### src/rtl/capture_sequencer_pkg.sv
// Shared types and constants for the camera capture sequencer.
package capture_sequencer_pkg;

    localparam int TIMER_WIDTH = 24;

    typedef enum logic [2:0] {
        IDLE,
        WAKE,
        FLUSH,
        SYNC,
        ARMED,
        CAPTURE,
        DRAIN
    } capture_state_t;

endpackage

### src/rtl/capture_sequencer.sv
// Sequences one camera capture: flush, align to a whole sensor frame, gate the
// pipeline for that frame, wait for compression, then raise image ready.
module capture_sequencer
    import capture_sequencer_pkg::*;
#(
    parameter int FLUSH_CYCLES   = 4,
    parameter int WAKE_CYCLES    = 1000,
    parameter int TIMEOUT_CYCLES = 12000000
) (
    input  logic       clock_in,
    input  logic       reset_in,
    input  logic       start_capture_in,
    input  logic       power_save_enable_in,
    input  logic       frame_valid_in,
    input  logic       compression_done_in,
    output logic       pipeline_reset_out,
    output logic       pipeline_enable_out,
    output logic       sensor_clock_enable_out,
    output logic       image_ready_out,
    output logic       capture_busy_out,
    output logic       timeout_out,
    output logic [7:0] frame_count_out
);

    localparam logic [TIMER_WIDTH-1:0] FLUSH_LOAD   = TIMER_WIDTH'(FLUSH_CYCLES - 1);
    localparam logic [TIMER_WIDTH-1:0] WAKE_LOAD    = TIMER_WIDTH'(WAKE_CYCLES - 1);
    localparam logic [TIMER_WIDTH-1:0] TIMEOUT_LOAD = TIMER_WIDTH'(TIMEOUT_CYCLES - 1);
    localparam logic [TIMER_WIDTH-1:0] TIMER_ONE    = TIMER_WIDTH'(1);

    capture_state_t         state_q, state_d;
    logic [TIMER_WIDTH-1:0] timer_q, timer_d;
    logic                   frameValidPrev_q;
    logic                   pipelineReset_q, pipelineReset_d;
    logic                   pipelineEnable_q, pipelineEnable_d;
    logic                   sensorClockEnable_q, sensorClockEnable_d;
    logic                   imageReady_q, imageReady_d;
    logic                   captureBusy_q, captureBusy_d;
    logic                   timeout_q, timeout_d;
    logic [7:0]             frameCount_q, frameCount_d;
    logic                   watchdogActive;
    logic                   timerZero;

    assign watchdogActive = (state_q == SYNC) || (state_q == ARMED) ||
                            (state_q == CAPTURE) || (state_q == DRAIN);
    assign timerZero      = (timer_q == '0);

    always_comb begin
        state_d             = state_q;
        timer_d             = timer_q;
        pipelineReset_d     = 1'b0;
        pipelineEnable_d    = pipelineEnable_q;
        sensorClockEnable_d = sensorClockEnable_q;
        imageReady_d        = imageReady_q;
        timeout_d           = timeout_q;
        frameCount_d        = frameCount_q;

        // One down-counter is shared: WAKE and FLUSH reload it, SYNC onwards it is the watchdog.
        unique case (state_q)
            IDLE: begin
                sensorClockEnable_d = !power_save_enable_in;
                if (start_capture_in) begin
                    imageReady_d        = 1'b0;
                    timeout_d           = 1'b0;
                    sensorClockEnable_d = 1'b1;
                    if (!sensorClockEnable_q) begin
                        state_d = WAKE;
                        timer_d = WAKE_LOAD;
                    end else begin
                        state_d         = FLUSH;
                        timer_d         = FLUSH_LOAD;
                        pipelineReset_d = 1'b1;
                    end
                end
            end
            WAKE: begin
                sensorClockEnable_d = 1'b1;
                if (timerZero) begin
                    state_d         = FLUSH;
                    timer_d         = FLUSH_LOAD;
                    pipelineReset_d = 1'b1;
                end else begin
                    timer_d = timer_q - TIMER_ONE;
                end
            end
            FLUSH: begin
                if (timerZero) begin
                    state_d = SYNC;
                    timer_d = TIMEOUT_LOAD;
                end else begin
                    timer_d         = timer_q - TIMER_ONE;
                    pipelineReset_d = 1'b1;
                end
            end
            SYNC: begin
                if (!frame_valid_in) state_d = ARMED;
            end
            ARMED: begin
                if (frame_valid_in && !frameValidPrev_q) begin
                    pipelineEnable_d = 1'b1;
                    state_d          = CAPTURE;
                end
            end
            CAPTURE: begin
                if (!frame_valid_in && frameValidPrev_q) begin
                    pipelineEnable_d = 1'b0;
                    state_d          = DRAIN;
                end
            end
            DRAIN: begin
                if (compression_done_in) begin
                    imageReady_d = 1'b1;
                    frameCount_d = frameCount_q + 8'd1;
                    state_d      = IDLE;
                end
            end
            default: state_d = IDLE;
        endcase

        // Watchdog expiry overrides whatever the frame logic decided this cycle.
        if (watchdogActive) begin
            if (timerZero) begin
                timeout_d        = 1'b1;
                pipelineEnable_d = 1'b0;
                pipelineReset_d  = 1'b1;
                imageReady_d     = 1'b0;
                frameCount_d     = frameCount_q;
                state_d          = IDLE;
            end else begin
                timer_d = timer_q - TIMER_ONE;
            end
        end

        captureBusy_d = (state_d != IDLE);
    end

    always_ff @(posedge clock_in) begin
        if (reset_in) begin
            state_q             <= IDLE;
            timer_q             <= '0;
            frameValidPrev_q    <= 1'b0;
            pipelineReset_q     <= 1'b0;
            pipelineEnable_q    <= 1'b0;
            sensorClockEnable_q <= 1'b1;
            imageReady_q        <= 1'b0;
            captureBusy_q       <= 1'b0;
            timeout_q           <= 1'b0;
            frameCount_q        <= 8'd0;
        end else begin
            state_q             <= state_d;
            timer_q             <= timer_d;
            frameValidPrev_q    <= frame_valid_in;
            pipelineReset_q     <= pipelineReset_d;
            pipelineEnable_q    <= pipelineEnable_d;
            sensorClockEnable_q <= sensorClockEnable_d;
            imageReady_q        <= imageReady_d;
            captureBusy_q       <= captureBusy_d;
            timeout_q           <= timeout_d;
            frameCount_q        <= frameCount_d;
        end
    end

    assign pipeline_reset_out      = pipelineReset_q;
    assign pipeline_enable_out     = pipelineEnable_q;
    assign sensor_clock_enable_out = sensorClockEnable_q;
    assign image_ready_out         = imageReady_q;
    assign capture_busy_out        = captureBusy_q;
    assign timeout_out             = timeout_q;
    assign frame_count_out         = frameCount_q;

endmodule
### config.mk
export PLATFORM = sky130hd
export DESIGN_NAME = capture_sequencer
export DESIGN_NICKNAME = d
export VERILOG_FILES = /design/src/rtl/capture_sequencer_pkg.sv /design/src/rtl/capture_sequencer.sv
export SDC_FILE = /design/constraint.sdc
export NUM_CORES = 1
export LEC_CHECK = 0
export CORE_AREA = 2 2 73 75
export DETAILED_ROUTE_END_ITERATION = 10
export DIE_AREA = 0 0 75 77
export PLACE_DENSITY = 0.85
export SLEW_MARGIN = 30
export SYNTH_ARGS = -nofsm -noshare
export SYNTH_HDL_FRONTEND = slang
export SYNTH_SLANG_ARGS = --single-unit
### constraint.sdc
create_clock -name clock_in -period 5.3 [get_ports clock_in]
set_input_delay 0.795 -clock clock_in [delete_from_list [all_inputs] [get_ports clock_in]]
set_output_delay 0.795 -clock clock_in [all_outputs]
set_load 0.005 [all_outputs]
* After elaboration in Yosys (flattened, before gate mapping) *
Index checks and enable logic that the tools add are counted.
Widths: inputs -> output; s select.

word-level totals
  bits in registers = 42
  input bits = 6
  output and inout port bits = 14
  word-level logic and storage cells = 76

cells by class
  $add $sub $neg = 2
  equality and inequality tests = 7
  multiplexer cells = 45
  reductions and logical operators = 12

operators by type and width
  kind                   count
  $mux 24                5
  $pmux 24 s3            1
  $mux 8                 4
  $mux 3                 9
  $logic_not 24->1       1
  $sub 24x1->24 const B  1
  $pmux 3 s7             1
  $mux 1                 19
  $mux 10                1
  $eq 3x3->1 const B     3
  $add 8x1->8 const B    1
  $eq 3x2->1 const B     2
  $pmux 1 s2             3
  $eq 3x1->1 const B     1
  $logic_not 1->1        3
  $logic_not 3->1        1
  $logic_or 1x1->1       3
  $pmux 1 s3             1
  $reduce_bool 3->1      1
  $logic_and 1x1->1      2
  $mux 2                 1
  $ne 2x2->1 const B     1
  $reduce_bool 2->1      1

* Logic depth before layout (Yosys ltp) *
Gate-level depths: netlist (run 1).

  depth in word-level cells = 7
  depth in mapped cells = 8
  depth with buffers taken out = 7

* Worst setup path before layout (run 1) *
Ideal clock, no wire load.

  kind = flip-flop to flip-flop
  start = register timer_q[0]
  end = register captureBusy_q (netlist: capture_busy_out)
  setup time = 130 ps
  arrival = 2001 ps
  required time = 5170 ps
  slack = 3169 ps
  cell stages (with the launch flop) = 9
  buffers on the path = 1
  clock period less this slack = 2131 ps
  path through = dfxtp_1 -> inv_1 -> ha_1 -> or4b_4 -> nor4_4 -> buf_6 -> a21oi_1 -> a311oi_2 -> a31oi_1

on the way
  word-level cells in the longest chain between the ends = 6
  elaborated cells on any way between the ends = 7
  those cells by class = mux: 5; reduce/logical: 2

ends and longest elaborated chain
  what                              line                                              RTL
  start: declaration                capture_sequencer.sv:31                           logic [TIMER_WIDTH-1:0] timer_q, timer_d;
  start signal: assignment          capture_sequencer.sv:150                          timer_q <= timer_d;
  $logic_not 24->1 *                capture_sequencer.sv:45                           assign timerZero = (timer_q == '0);
  $mux 3, on equally long branches  capture_sequencer.sv:86, capture_sequencer.sv:77
  $pmux 3 s7                        capture_sequencer.sv:58                           unique case (state_q)
  $mux 3                            capture_sequencer.sv:121                          if (timerZero) begin
  $mux 3 *                          capture_sequencer.sv:120                          if (watchdogActive) begin
  $reduce_bool 3->1 *               capture_sequencer.sv:133                          captureBusy_d = (state_d != IDLE);
  end signal: assignment            capture_sequencer.sv:156                          captureBusy_q <= captureBusy_d;
  end: declaration                  capture_sequencer.sv:37                           logic captureBusy_q, captureBusy_d;

Mark *: on every way between the ends. The rest lies on a longest branch, timed or not.
A chain may end at the register's enable or synchronous reset.

* Final worst setup path (run 1) *
  start = register timer_q[0]
  end = register timer_q[21]

on the way
  word-level cells in the longest chain between the ends = 5
  elaborated cells on any way between the ends = 7
  those cells by class = add/sub: 1; mux: 5; reduce/logical: 1

ends and longest elaborated chain
  what                                                      line
  $sub 24x1->24 / $logic_not 24->1 (equally long branches)  --
  $mux 24, on equally long branches                         capture_sequencer.sv:86, capture_sequencer.sv:77
  $pmux 24 s3                                               capture_sequencer.sv:58
  $mux 24                                                   capture_sequencer.sv:121
  $mux 24 *                                                 capture_sequencer.sv:120

Marks and branches as above.

==> results.sh, run 1 <==
export IMPL_die_h_um=77
export IMPL_start_kind="register"
export IMPL_cp_required_ps=5460
export IMPL_rsz0062_at_grt="false"
export IMPL_regToRegStartpoint="timer_q[0]$_SDFF_PP0_"
export IMPL_drc_errors=0
export IMPL_slowest_delay_ps=720
export IMPL_regToRegEndpoint="timer_q[21]$_SDFF_PP0_"
export IMPL_slew_headroom_pct=37.5
export IMPL_synth_edf_count=0
export IMPL_r2r_slack_ps=2270
export IMPL_netlist_area_leader_share_pct=31.8
export IMPL_finalInstanceArea_mm2=0.00287
export IMPL_grt_overflow_total=0
export IMPL_grt_max_degree=38
export IMPL_worstSkewPairLatency_ps=300
export IMPL_cp_arrival_ps=3190
export IMPL_syn_inst=336
export IMPL_min_delay_start="frame_count_out[7]$_SDFFE_PP0P_"
export IMPL_antenna_found_initial=0
export IMPL_cts_tree="done"
export IMPL_maxCapViolations=0
export IMPL_ioPinCount=20
export IMPL_synth_commonest_cells="dfxtp_1 (42), a21oi_1 (30), nand2_1 (27), o21ai_0 (22), nor2_1 (21)"
export IMPL_cts_clk_slew_worst_paths_ps=80
export IMPL_cts_sinks=42
export IMPL_gr_usage_all_layers_pct=24.6
export IMPL_ys_warn_count=0
export IMPL_avgViaCountPerCell=6.38
export IMPL_regArea_um2=841
export IMPL_finalSetupViolations=0
export IMPL_ff2ff_path_depth=7
export IMPL_dp_slack_ps=2320
export IMPL_dp_final_hpwl_mm=4.44
export IMPL_max_freq_ghz=0.330
export IMPL_avgRoutedWirePerCell_um=16.2
export IMPL_grt_pass1_wl_mm=11.2
export IMPL_power_density_mw_per_mm2=734
export IMPL_rows=26
export IMPL_place_area_mm2=0.00279
export IMPL_multiInputGateArea_mm2=0.00163
export IMPL_ys_ff_latch=42
export IMPL_clockBufferDepth=2
export IMPL_hold_class="reg2reg"
export IMPL_drt_initial_drc_count=260
export IMPL_hold_viol_final=0
export IMPL_layout_min_cycle_time_ps=3030
export IMPL_fp_dieW_um=75
export IMPL_slowest_stage="nor4_4"
export IMPL_path_max_fanout=12
export IMPL_cts_resized=0
export IMPL_portBuffers=19
export IMPL_synth_area_per_cell_um2=7.88
export IMPL_tightest_slew_ps=938
export IMPL_async_reset_ff_share_pct=0
export IMPL_final_layout_size_suffix_gt1_share_pct=6.23
export IMPL_synth_area_leaders="dfxtp_1 (32%), a21oi_1 (5.7%), o21ai_0 (4.2%)"
export IMPL_drt_pass1_iter_count=5
export IMPL_skew_ps=10.5
export IMPL_vdd_drop_max_mv=0.434
export IMPL_gp_congestion=0.897
export IMPL_dr_total_vias=2598
export IMPL_synth_cell_types=61
export IMPL_tns_ps=0
export IMPL_yosys_cell_count_top_type="dfxtp_1"
export IMPL_ctsHoldBuffers=0
export IMPL_yosys_most_used_dff="dfxtp_1"
export IMPL_nets=345
export IMPL_area_growth_pct=8.27
export IMPL_worstHoldEndpoint="frame_count_out[7]$_SDFFE_PP0P_"
export IMPL_nFillCells=455
export IMPL_hold_depth=2
export IMPL_die_area_mm2=0.00578
export IMPL_cts_max_level=2
export IMPL_power_leakage_nw=0.968
export IMPL_numCtsBuffers=5
export IMPL_ant_nets=0
export IMPL_setup_ws_ps=2270
export IMPL_timing_final_crit_share_pct=57.1
export IMPL_end_kind="register"
export IMPL_yosysTopAreaCell="dfxtp_1"
export IMPL_finalMaxSlewViolations=0
export IMPL_synth_net_count=344
export IMPL_antenna_cells=0
export IMPL_crit_chain="inv_1, ha_1, or4b_4, nor4_4, o211ai_1, nand2_1, a221oi_1"
export IMPL_core_mm2=0.00498
export IMPL_netlist_area_mm2=0.00265
export IMPL_cts_setup_buffers=0
export IMPL_grt_pass1_vias=2312
export IMPL_run_status="finished clean"
export IMPL_yosysSeqAreaShare_pct=31.8
export IMPL_path_class="reg2reg"
export IMPL_start_util_pct=53.2
export IMPL_wl_mm=6.59
export IMPL_root_buffer="clkbuf_8"
## per-layer routing
metal	up-vias	share of wire (%)	track usage [%]
li1	1264	-	-
met1	1215	45	33.7
met2	102	46	37.8
met3	17	6.8	4.99
met4	0	2.1	8.75
met5	-	0	0
## placed cells by master, fill, tap and decap left out, drive strengths merged, types with 2 or more instances in the layout
cell type,synthesis,layout
a211oi,2,2
a21boi,3,3
a21o,2,2
a21oi,30,30
a221oi,5,5
a22oi,3,3
a311oi,3,3
a31oi,10,10
and2,2,2
and3,3,3
clkbuf,17,7
clkdlybuf4s50,0,19
dfxtp,42,42
ha,2,2
inv,8,8
mux2i,5,5
nand2,28,28
nand3,18,18
nand4,5,5
nor2,21,21
nor2b,4,4
nor3,12,12
nor3b,4,4
nor4,10,10
o2111ai,3,3
o211ai,11,11
o21a,2,2
o21ai,25,25
o22ai,2,2
o31ai,2,2
or2,3,3
or3,11,11
or4,6,6
xnor2,6,6
xor2,6,6
## sequential cells by signal, indices dropped and copies added (netlist names)
register / count
frame_count_out: 8
pipeline_reset_out: 1
sensor_clock_enable_out: 1
capture_busy_out: 1
timer_q: 24
pipeline_enable_out: 1
frameValidPrev_q: 1
timeout_out: 1
state_q: 3
image_ready_out: 1
## worst max-delay path: cells and delay by family, from the launching register on
kind                       cells  cell delay, ps
buffers and inverters          1             100
AOI/OAI and AO/OA              2             680
adders and majority gates      1             220
and+or+nand+nor                3            1550
DFF                            1             330
## logic make-up (layout without fill, tap and decap cells)
| kind of cell | Yosys count | after routing | synth area share (%) |
|---|---|---|---|
| xor+xnor | 12 | 12 | 3.97 |
| fa+ha+maj | 3 | 3 | 1.32 |
| simple gates | 131 | 131 | 27.6 |
| compound gates | 109 | 109 | 26.7 |
| buf+inv | 34 | 35 | 6.71 |
| flops | 42 | 42 | 31.8 |
| mux | 5 | 5 | 1.89 |
## layout make-up
class,instances,share of cell area (%)
multi-input combinational,260,57.0
sequential,42,29.3
timing repair buffer,20,6.90
tap,70,3.06
clock buffer,7,2.66
inverter,8,1.05
## worst max-delay path by stage
stage                                      from                           to  slack [ps]
after floorplan           timer_q[0]$_SDFF_PP0_  capture_busy_out$_SDFF_PP0_        3170
final                     timer_q[0]$_SDFF_PP0_       timer_q[21]$_SDFF_PP0_        2270
after global placement    timer_q[0]$_SDFF_PP0_       timer_q[11]$_SDFF_PP0_        2400
after global routing      timer_q[0]$_SDFF_PP0_       timer_q[11]$_SDFF_PP0_        2070
after detailed placement  timer_q[0]$_SDFF_PP0_        timer_q[3]$_SDFF_PP0_        2320
after CTS                 timer_q[0]$_SDFF_PP0_        timer_q[3]$_SDFF_PP0_        2310
## power by group
group          total (W)  internal (W)  switching, W
combinational    0.00135      0.000482      0.000867
sequential      0.000557      0.000409      0.000149
clock           0.000198     0.0000908      0.000107
total            0.00210      0.000981       0.00112
## metrics by stage
| stage | hold slack [ps] | total power, W | instances | util (%) |
|---|---|---|---|---|
| floorplan | 461 | 0.00169 | 336 | - |
| global placement | 478 | 0.00184 | 400 | 56.0 |
| detailed placement | 485 | 0.00187 | 400 | 56.0 |
| CTS | 495 | 0.00207 | 407 | 57.5 |
| global route | 524 | 0.00228 | 407 | 57.6 |
| finish | 499 | 0.00210 | 407 | 57.6 |
Power figures use the tool's default switching activity.
==> inputs of run 2 (changes only) <==
==> constraint.sdc (replaced) <==
create_clock -name clock_in -period 2.9 [get_ports clock_in]
set_input_delay 0.435 -clock clock_in [delete_from_list [all_inputs] [get_ports clock_in]]
set_output_delay 0.435 -clock clock_in [all_outputs]
set_load 0.005 [all_outputs]
==> results.sh, run 2 (synthesis results as in run 1) <==
export IMPL_fp_dieW_um=75
export IMPL_final_cell_mix="dfxtp_1 (42), a21oi_1 (30), nand2_1 (27)"
export IMPL_cts_sinks=42
export IMPL_power_leakage_nw=1.02
export IMPL_gr_usage_all_layers_pct=25.4
export IMPL_slowest_stage="nor4_1"
export IMPL_antenna_cells=0
export IMPL_die_h_um=77
export IMPL_die_area_mm2=0.00578
export IMPL_largest_register_ffs=24
export IMPL_clockBufferDepth=2
export IMPL_slew_headroom_pct=41.2
export IMPL_regMostFlops="timer_q"
export IMPL_cts_resized=0
export IMPL_power_density_mw_per_mm2=1370
export IMPL_hold_class="reg2reg"
export IMPL_core_mm2=0.00498
export IMPL_ioPinCount=20
export IMPL_layout_commonest_cell="dfxtp_1"
export IMPL_avgViaCountPerCell=6.40
export IMPL_start_util_pct=53.2
export IMPL_finalMaxSlewViolations=0
export IMPL_skew_ps=3.18
export IMPL_ctsHoldBuffers=0
export IMPL_tns_ps=0
export IMPL_grt_max_degree=37
export IMPL_maxCapViolations=0
export IMPL_gp_congestion=0.926
export IMPL_cts_clk_slew_worst_paths_ps=80
export IMPL_cp_required_ps=3100
export IMPL_cts_max_level=2
export IMPL_timing_final_crit_share_pct=85.4
export IMPL_dr_total_vias=2670
export IMPL_dp_final_hpwl_mm=4.78
export IMPL_ant_nets=0
export IMPL_tightest_slew_ps=875
export IMPL_path_class="reg2reg"
export IMPL_grt_overflow_total=0
export IMPL_drt_initial_drc_count=271
export IMPL_drc_errors=0
export IMPL_cts_setup_buffers=0
export IMPL_root_buffer="clkbuf_8"
export IMPL_rows=26
export IMPL_slowest_delay_ps=700
export IMPL_numCtsBuffers=5
export IMPL_grt_pass1_wl_mm=11.7
export IMPL_portBuffers=19
export IMPL_antenna_found_initial=0
export IMPL_hold_viol_final=0
export IMPL_cp_top_family="simple AND/OR/NAND/NOR gates"
export IMPL_path_max_fanout=13
export IMPL_nFillCells=433
export IMPL_area_growth_pct=11.2
export IMPL_start_kind="register"
export IMPL_layout_cells_non_filler=417
export IMPL_total_power_w=0.00402
export IMPL_vdd_drop_max_mv=0.774
export IMPL_max_freq_ghz=0.404
export IMPL_post_place_cells=409
export IMPL_nets=354
export IMPL_rsz0062_at_grt="false"
export IMPL_cts_tree="done"
export IMPL_final_layout_size_suffix_gt1_share_pct=8.93
export IMPL_wl_mm=6.87
export IMPL_finalSetupViolations=0
export IMPL_grt_pass1_vias=2556
export IMPL_drt_pass1_iter_count=5
export IMPL_layout_min_cycle_time_ps=2480
export IMPL_cp_arrival_ps=2680
export IMPL_run_status="finished clean"
export IMPL_end_kind="register"
export IMPL_crit_buf_inv=1
export IMPL_crit_chain="nor4_1, nand4_1, buf_4, o21ai_0, nor2_1, a311oi_1"
export IMPL_r2r_slack_ps=420
export IMPL_avgRoutedWirePerCell_um=16.5
export IMPL_worstSkewPairLatency_ps=300
run 2: cell types whose count changed in the layout (fill, tap and decap cells not counted):
cell      delta
buf_4        +9
clkbuf_1     -1
clkbuf_8     +1
clkinv_2     +1
nor3b_1      +1
nor3b_2      -1
run 2: stage by stage:
stage | cell area, um^2 | hold slack [ps] | setup slack [ps] | utilization, %
floorplan | 2650 | 461 | 769 | -
global placement | 2850 | 476 | 538 | 57.3
detailed placement | 2850 | 483 | 490 | 57.3
CTS | 2940 | 501 | 466 | 59.2
global route | 2940 | 521 | 308 | 59.2
finish | 2940 | 498 | 425 | 59.2
run 2: final timing paths:
path / startpoint / to / depth (start not counted)
max: timer_q[5]$_SDFF_PP0_ / timer_q[0]$_SDFF_PP0_ / 6
min: frame_count_out[7]$_SDFFE_PP0P_ / frame_count_out[7]$_SDFFE_PP0P_ / 2
max reg2reg: timer_q[5]$_SDFF_PP0_ / timer_q[0]$_SDFF_PP0_ / 6
min reg2reg: frame_count_out[7]$_SDFFE_PP0P_ / frame_count_out[7]$_SDFFE_PP0P_ / 2
run 2: per-layer routing:
layer / global-route usage [%] / routed length, um / part of all wire, %
met5: 0 / 0 / 0
met3: 6.18 / 524 / 7.6
met2: 38.4 / 3180 / 46
met4: 10.2 / 157 / 2.3
met1: 34.3 / 3010 / 44
run 2: power by group:
group,switching [W],total (W),internal [W]
clock network,0.000205,0.000397,0.000192
registers,0.000246,0.000993,0.000747
logic,0.00166,0.00263,0.000968
total,0.00211,0.00402,0.00191
run 2: area by class of cell:
| cell class | count | area (um^2) | share of cell area, % |
|---|---|---|---|
| clock inverters | 1 | 5.00 | 0.170 |
| inverters | 8 | 30.0 | 1.02 |
| clock buffers | 7 | 86.3 | 2.93 |
| repair buffers | 29 | 265 | 9.01 |
| well taps | 70 | 87.6 | 2.97 |
| flip-flops and latches | 42 | 841 | 28.6 |
| multi-input cells | 260 | 1630 | 55.3 |
run 2: tightest hold or removal path, delay by kind of cell (launching register included):
family | cells | cell delay [ps]
AO/OA/AOI/OAI | 2 | 130
flip-flops | 1 | 330
==> inputs of run 3 (changes only) <==
--- a/config.mk
+++ b/config.mk
@@ -5,6 +5,7 @@
 export SDC_FILE = /design/constraint.sdc
 export NUM_CORES = 1
 export LEC_CHECK = 0
+export ABC_CLOCK_PERIOD_IN_PS = 2900
 export CORE_AREA = 2 2 73 75
 export DETAILED_ROUTE_END_ITERATION = 10
 export DIE_AREA = 0 0 75 77
==> results of run 3 <==
Final layout, timing and power as in run 2 (identical DEF).
